**config.mk**
```make
export PLATFORM = sky130hd
export DESIGN_NAME = neo_sound_mailbox
export DESIGN_NICKNAME = d
export VERILOG_FILES = /design/src/rtl/neo_mbx_pkg.sv /design/src/rtl/neo_strobe_sync.sv /design/src/rtl/neo_sound_mailbox.sv
export SDC_FILE = /design/constraint.sdc
export NUM_CORES = 1
export LEC_CHECK = 0
export BUFFER_PORTS_ARGS = -buffer_cell sky130_fd_sc_hd__buf_2
export CORE_ASPECT_RATIO = 0.8
export CORE_MARGIN = 2
export CORE_UTILIZATION = 50
export CTS_CLUSTER_SIZE = 25
export DETAILED_ROUTE_END_ITERATION = 6
export MAX_ROUTING_LAYER = met4
export PLACE_DENSITY_LB_ADDON = 0.25
export SYNTH_ARGS = -nofsm -noshare
export SYNTH_HDL_FRONTEND = slang
export SYNTH_HIERARCHICAL = 1
export SYNTH_SLANG_ARGS = --single-unit
```
**constraint.sdc**
```tcl
create_clock -name CLK_24M -period 1.2 [get_ports CLK_24M]
set_input_delay 0.18 -clock CLK_24M [delete_from_list [all_inputs] [get_ports CLK_24M]]
set_output_delay 0.18 -clock CLK_24M [all_outputs]
set_load 0.02 [all_outputs]
```
**src/rtl/neo_mbx_pkg.sv**
```systemverilog
// Shared types and constants for the sound-command mailbox between the 68K and the Z80.
package neo_mbx_pkg;

   localparam int SYNC_STAGES = 2;
   localparam int DATA_W      = 8;

   typedef enum logic [1:0] {
      NMI_IDLE   = 2'd0,
      NMI_ASSERT = 2'd1,
      NMI_HELD   = 2'd2
   } nmi_state_t;

   // One-cycle strobe events after synchronisation and edge detection.
   typedef struct packed {
      logic sdw;
      logic sdrr;
      logic z80r;
      logic z80w;
      logic clr;
      logic nmi_en;
      logic nmi_dis;
   } mbx_events_t;

endpackage

```
**src/rtl/neo_strobe_sync.sv**
```systemverilog
// Synchroniser plus assertion-edge detector for one active-low strobe.
module neo_strobe_sync
   import neo_mbx_pkg::*;
(
   input  logic clk,
   input  logic rst,
   input  logic strobe_n,
   output logic fall_pulse
);

   logic [SYNC_STAGES-1:0] sync_q;
   logic                   last_q;
   logic [SYNC_STAGES:0]   fill_q;

   // fill_q marks when last_q holds a real post-reset sample, so a strobe held
   // low across reset cannot be mistaken for a fresh assertion.
   always_ff @(posedge clk) begin
      if (rst) begin
         sync_q <= '1;
         last_q <= 1'b1;
         fill_q <= '0;
      end else begin
         sync_q <= {sync_q[SYNC_STAGES-2:0], strobe_n};
         last_q <= sync_q[SYNC_STAGES-1];
         fill_q <= {fill_q[SYNC_STAGES-1:0], 1'b1};
      end
   end

   assign fall_pulse = fill_q[SYNC_STAGES] & last_q & ~sync_q[SYNC_STAGES-1];

endmodule

```
**src/rtl/neo_sound_mailbox.sv**
```systemverilog
// Sound mailbox: 68K->Z80 command latch, Z80->68K reply latch and Z80 NMI sequencing.
//
//   state      | meaning
//   NMI_IDLE   | no command awaiting acknowledge, NMI inactive
//   NMI_ASSERT | command awaiting acknowledge, NMI driven low
//   NMI_HELD   | command awaiting acknowledge, NMI masked until re-enabled
module neo_sound_mailbox
   import neo_mbx_pkg::*;
(
   input  logic              CLK_24M,
   input  logic              RESET,
   input  logic              nSDW,
   input  logic [DATA_W-1:0] M68K_DATA,
   input  logic              nSDRR,
   input  logic              nSDZ80R,
   input  logic              nSDZ80W,
   input  logic              nSDZ80CLR,
   input  logic              nNMIEN,
   input  logic              nNMIDIS,
   input  logic [DATA_W-1:0] SDD_IN,
   output logic [DATA_W-1:0] SDD_CMD,
   output logic [DATA_W-1:0] M68K_REPLY,
   output logic              nZ80NMI,
   output logic              CMD_PENDING,
   output logic              REPLY_VALID,
   output logic              OVERRUN
);

   mbx_events_t ev;

   neo_strobe_sync u_sync_sdw  (.clk(CLK_24M), .rst(RESET), .strobe_n(nSDW),      .fall_pulse(ev.sdw));
   neo_strobe_sync u_sync_sdrr (.clk(CLK_24M), .rst(RESET), .strobe_n(nSDRR),     .fall_pulse(ev.sdrr));
   neo_strobe_sync u_sync_z80r (.clk(CLK_24M), .rst(RESET), .strobe_n(nSDZ80R),   .fall_pulse(ev.z80r));
   neo_strobe_sync u_sync_z80w (.clk(CLK_24M), .rst(RESET), .strobe_n(nSDZ80W),   .fall_pulse(ev.z80w));
   neo_strobe_sync u_sync_clr  (.clk(CLK_24M), .rst(RESET), .strobe_n(nSDZ80CLR), .fall_pulse(ev.clr));
   neo_strobe_sync u_sync_en   (.clk(CLK_24M), .rst(RESET), .strobe_n(nNMIEN),    .fall_pulse(ev.nmi_en));
   neo_strobe_sync u_sync_dis  (.clk(CLK_24M), .rst(RESET), .strobe_n(nNMIDIS),   .fall_pulse(ev.nmi_dis));

   // Data follows the same stage count as the strobes, so the byte used is the
   // one present when the strobe was first sampled low.
   logic [DATA_W-1:0] cmd_dly   [SYNC_STAGES];
   logic [DATA_W-1:0] reply_dly [SYNC_STAGES];

   always_ff @(posedge CLK_24M) begin
      if (RESET) begin
         for (int i = 0; i < SYNC_STAGES; i++) begin
            cmd_dly[i]   <= '0;
            reply_dly[i] <= '0;
         end
      end else begin
         cmd_dly[0]   <= M68K_DATA;
         reply_dly[0] <= SDD_IN;
         for (int i = 1; i < SYNC_STAGES; i++) begin
            cmd_dly[i]   <= cmd_dly[i-1];
            reply_dly[i] <= reply_dly[i-1];
         end
      end
   end

   logic [DATA_W-1:0] cmd_q;
   logic [DATA_W-1:0] reply_q;
   logic              pending_q;
   logic              valid_q;
   logic              overrun_q;
   logic              nmi_en_q;
   logic              nmi_en_d;
   nmi_state_t        state_q;
   nmi_state_t        state_d;

   // A write arriving together with a Z80 read is treated as newer than the read.
   always_ff @(posedge CLK_24M) begin
      if (RESET) begin
         cmd_q     <= '0;
         pending_q <= 1'b0;
         overrun_q <= 1'b0;
      end else if (ev.sdw) begin
         cmd_q     <= cmd_dly[SYNC_STAGES-1];
         pending_q <= 1'b1;
         overrun_q <= (overrun_q | pending_q) & ~ev.z80r;
      end else if (ev.z80r) begin
         pending_q <= 1'b0;
         overrun_q <= 1'b0;
      end
   end

   always_ff @(posedge CLK_24M) begin
      if (RESET) begin
         reply_q <= '0;
         valid_q <= 1'b0;
      end else if (ev.z80w) begin
         reply_q <= reply_dly[SYNC_STAGES-1];
         valid_q <= 1'b1;
      end else if (ev.sdrr) begin
         valid_q <= 1'b0;
      end
   end

   always_ff @(posedge CLK_24M) begin
      if (RESET) begin
         nmi_en_q <= 1'b0;
         state_q  <= NMI_IDLE;
      end else begin
         nmi_en_q <= nmi_en_d;
         state_q  <= state_d;
      end
   end

   always_comb begin
      nmi_en_d = nmi_en_q;
      if (ev.nmi_dis) begin
         nmi_en_d = 1'b0;
      end else if (ev.nmi_en) begin
         nmi_en_d = 1'b1;
      end

      state_d = state_q;
      unique case (state_q)
         NMI_IDLE: begin
            if (ev.sdw) begin
               state_d = nmi_en_d ? NMI_ASSERT : NMI_HELD;
            end
         end
         NMI_ASSERT: begin
            if (ev.sdw) begin
               state_d = NMI_ASSERT;
            end else if (ev.clr) begin
               state_d = NMI_IDLE;
            end else if (!nmi_en_d) begin
               state_d = NMI_HELD;
            end
         end
         NMI_HELD: begin
            if (ev.sdw) begin
               state_d = NMI_HELD;
            end else if (ev.clr) begin
               state_d = NMI_IDLE;
            end else if (nmi_en_d) begin
               state_d = NMI_ASSERT;
            end
         end
         default: state_d = NMI_IDLE;
      endcase
   end

   assign SDD_CMD     = cmd_q;
   assign M68K_REPLY  = reply_q;
   assign CMD_PENDING = pending_q;
   assign REPLY_VALID = valid_q;
   assign OVERRUN     = overrun_q;
   assign nZ80NMI     = (state_q != NMI_ASSERT);

endmodule
```
# == Word-level counts from Yosys, hierarchy flattened ==
# Memory sizes are Yosys's and may differ from the RTL's. A register that Yosys moved wholly into a read port is not among the register bits.
# Cells that the tools add are included.
# totals
register_bits,48
mem_bits_rw,32
output_inout_bits,20
wordCells,103
mem_count,2
# classes
eq_ne,6
mux,30
n_bitwise,28
reduce_logical,4
# mem_list
memory,words,width,read_ports,rd_ports_with_merged_regs,write_ports,line,source
cmd_dly,2,8,2,1,2,neo_sound_mailbox.sv:41,logic [DATA_W-1:0] cmd_dly [SYNC_STAGES];
reply_dly,2,8,2,1,2,neo_sound_mailbox.sv:42,logic [DATA_W-1:0] reply_dly [SYNC_STAGES];
# op_table
cell,count
2-to-1 mux 8 bit,4
2-to-1 mux 1 bit,17
2-to-1 mux 2 bit,8
bitwise AND 1 bit,15
inequality test 4 x 2 -> 1 bit (second input constant),2
NOT 1 bit,8
case mux 2 bit (3 select lines),1
OR 1 bit,5
inequality test 2 x 1 -> 1 bit (second input constant),2
nonzero test 2 bit,2
AND reduction 3 bit,1
equality test 2 x 1 -> 1 bit (second input constant),1
equality test 2 bit (second input constant),1
logical NOT 2 bit,1

# == Longest topological paths before layout ==
# logic_depth
depth_word,8
depth_mapped,4

# == Modules after synthesis ==
# The synthesis kept the hierarchy.
# by_module_without_submodules
mod,n_inst,cells_per_inst,area_per_inst_um2,seq_area_each_um2
neo_sound_mailbox,1,149,1661.6,1081.0
neo_strobe_sync,7,13,163.9,120.1

# == Worst setup path after synthesis ==
# No wires, ideal clock.
# synth_path
path_kind,register to register
from,reg u_sync_en.sync_q[1]
to,reg state_q[1]
setup_time_ns,0.075
t_arrival_ns,1.210
setup_slack_ns,-0.085
stages_incl_launch_ff,5
n_path_buf,0
period_less_slack_ns,1.285
cell_sequence,dfxtp_1 -> and3b_1 -> o21ba_2 -> or4_1 -> a31oi_1
# synth_lines
element,line,source
from (decl),neo_strobe_sync.sv:11,logic [SYNC_STAGES-1:0] sync_q;
from (signal assigned),neo_strobe_sync.sv:23,"sync_q <= {sync_q[SYNC_STAGES-2:0], strobe_n};"
to (signal assigned),neo_sound_mailbox.sv:104,state_q <= state_d;
to (decl),neo_sound_mailbox.sv:67,nmi_state_t state_q;

==> flow_summary.json <==
{
  "grt_pass1_vias": 1442,
  "post-place-ws_ns": -0.106,
  "synth_area_leader_cell": "dfxtp_1",
  "slowest_delay_ns": 0.40,
  "synth_area_um2": 2810,
  "wl_per_cell_um": 9.39,
  "antenna_found_initial": 0,
  "synth-seq-cells": 96,
  "cts-root-buf": "clkbuf_8",
  "globalRouteOverflowTotal": 0,
  "cts_made_buffers": 9,
  "io_buffers": 44,
  "drc": 0,
  "ys_top_cells_by_area": "dfxtp_1 68%, nor2b_1 10%, mux2i_1 5.7%",
  "syn-num-nets": 265,
  "yosys_warnings": 6,
  "synthCells": 240,
  "violations": "setup timing",
  "grt_max_degree": 49,
  "cap_violations": 0,
  "synth_top_area_share": 0.684,
  "cp.arrival_ns": 1.58,
  "die_h_um": 71.0,
  "cp-end-kind": "register",
  "avgSynthCellArea_um2": 11.7,
  "cts_buffer_depth": 2,
  "setup_viol": 2,
  "outcome": "finished with violations",
  "ys_seq_area_frac": 0.684,
  "routed_wl_mm": 3.60,
  "worstPathCellList": "and3b_1 > o21ba_4 > or4_4 > a31oi_1",
  "fin_crit_sh": 1.09,
  "worstMarginPinSlew_ns": 0.239,
  "rsz0062_at_grt": "yes",
  "crit_path_end": "state_q[1]",
  "post-cts-setup-buffer-count": 0,
  "vias": 1650,
  "slew_headroom": 0.840,
  "grt_util_all_layers": 0.134,
  "nets": 325,
  "synth_edf_count": 0,
  "dieArea_um2": 6240,
  "path_clk_slew_ns": 0.09,
  "r2r_start": "u_sync_en/sync_q[1]",
  "area_delta_synth_final_pct": 24.5,
  "row_count": 24,
  "start_util": 0.517,
  "cts_sinks": 96,
  "synthDistinctLibCells": 20,
  "dr.pass1.iters": 4,
  "core_area_um2": 5440,
  "period_minus_slack_ns": 1.30,
  "gp_congestion": 0.716,
  "ant_nets": 0,
  "synth.most_common_cell": "dfxtp_1",
  "die_width_um": 87.8,
  "reg2reg_depth": 4,
  "drive_gt1_frac": 0.236,
  "hp-class": "input pin to register",
  "crit_cells": 4,
  "slowest_stage": "or4_4",
  "leakagePower_uw": 0.00148,
  "drv_slew": 0,
  "power.density_nw_per_um2": 1640,
  "criticalPathCategory": "register to register",
  "clock_skew_ns": 0.00583,
  "cp_max_fo": 2,
  "reg2reg_slack_ns": -0.10,
  "routed_via_density": 4.31,
  "start_kind": "register",
  "dp_hpwl_mm": 2.32,
  "clk_latency_ns": 0.35,
  "grt_pass1_wl_mm": 6.01,
  "ir_drop_mv": 1.12,
  "num_antenna_cells": 0,
  "ioPinCount": 45,
  "hold_violations": 0,
  "timing.critical_path.from": "u_sync_en/sync_q[1]",
  "rr_endpoint": "state_q[1]",
  "crit_required_ns": 1.48,
  "drt_iter0_markers": 57,
  "tritoncts": "built",
  "tns_ns": -0.145,
  "synth_common_cells": "96 x dfxtp_1, 46 x nor2b_1, 21 x or2_1, 20 x nor2_1, 16 x mux2i_1",
  "htree_levels": 3,
  "synth_top_flop_cell": "dfxtp_1",
  "async_flop_share": 0,
  "critPathBufInv": 0,
  "max_freq_mhz": 767,
  "critPathTopFamily": "simple AND/OR/NAND/NOR gates",
  "setup_ws_ns": -0.103
}
==> flip-flops by register name (all words and copies together), names as in the netlist, 2 cells and up <==
name	cells
u_sync_z80r/fill_q	3
u_sync_sdw/sync_q	2
u_sync_clr/sync_q	2
u_sync_dis/sync_q	2
state_q	2
u_sync_sdrr/sync_q	2
M68K_REPLY	8
u_sync_en/sync_q	2
cmd_dly	16
u_sync_sdw/fill_q	3
u_sync_en/fill_q	3
reply_dly	16
u_sync_z80w/fill_q	3
u_sync_clr/fill_q	3
u_sync_z80w/sync_q	2
u_sync_dis/fill_q	3
u_sync_z80r/sync_q	2
u_sync_sdrr/fill_q	3
SDD_CMD	8
==> worst register-to-register path, delay by kind of cell (launching register included) <==
kind / cells / cell delay, ns
AOI/OAI and AO/OA: 2 / 0.32
DFF: 1 / 0.33
and+or+nand+nor: 2 / 0.59
==> what timing repair did <==
action,4_1_cts,5_1_grt
pin swaps,0,0
resized for setup,6,2
hold buffers,7,0
setup endpoints to repair,3,3
hold endpoints to repair,7,0
==> area by class of cell <==
class	count	area, µm²
flip-flops and latches	96	1930
clock buffers	10	128
inverters	11	41.3
clock inverters	6	91.3
repair buffers	57	379
multi-input cells	125	831
well taps	78	97.6
fillers	431	1940
==> per-stage QoR <==
stage	utilization	hold slack, ns	power (µW)	area (µm²)	cells
2_1_floorplan	-	0.237	3500	2820	240
3_3_place_gp	0.586	0.356	3580	3180	360
3_5_place_dp	0.586	0.359	3590	3180	360
4_1_cts	0.642	0.0131	5830	3490	383
5_1_grt	0.643	0.0168	6010	3500	383
6_report	0.643	0.0351	5750	3500	383
==> kinds of logic after synthesis <==
kind of cell / synth area share
flip-flops: 0.684
multiplexers: 0.0570
AND/OR/NAND/NOR: 0.211
buffers and inverters: 0.0263
AO/OA/AOI/OAI: 0.0214
==> cell usage in the layout (no fill, tap or decap), types with 2 or more instances in the layout <==
cell,n
a21oi_1,3
a31oi_1,2
and3b_1,7
buf_12,3
buf_2,43
buf_4,3
bufinv_16,2
clkbuf_8,9
dfxtp_1,93
dfxtp_2,2
dlygate4sd3_1,7
inv_1,10
inv_6,2
mux2i_1,16
nand4_1,2
nor2_1,20
nor2b_1,46
o211ai_1,2
or2_1,21
==> layer usage <==
metal	track usage	routed length [µm]	up-vias
li1	-	-	875
met1	0.141	1680	735
met2	0.204	1620	31
met3	0.0735	211	9
met4	0.0667	79	0
met5	-	0	-
==> power by group <==
part | total [µW] | internal (µW) | switching (µW)
Sequential | 3320 | 3300 | 23.3
Combinational | 204 | 119 | 85.5
Clock | 2220 | 1190 | 1040
Total | 5750 | 4600 | 1140
==> worst min-delay path by stage <==
stage | to | slack, ns | startpoint | cells past startpoint
after floorplan | u_sync_clr/fill_q[0] | 0.24 | RESET | 1
after global placement | u_sync_clr/sync_q[0] | 0.36 | nSDZ80CLR | 2
after detailed placement | u_sync_sdw/sync_q[0] | 0.36 | nSDW | 2
after CTS | cmd_dly[0][5] | 0.01 | M68K_DATA[5] | 2
after global routing | reply_dly[0][0] | 0.02 | SDD_IN[0] | 2
final | cmd_dly[0][3] | 0.04 | M68K_DATA[3] | 2
(Power assumes the default switching activity.)
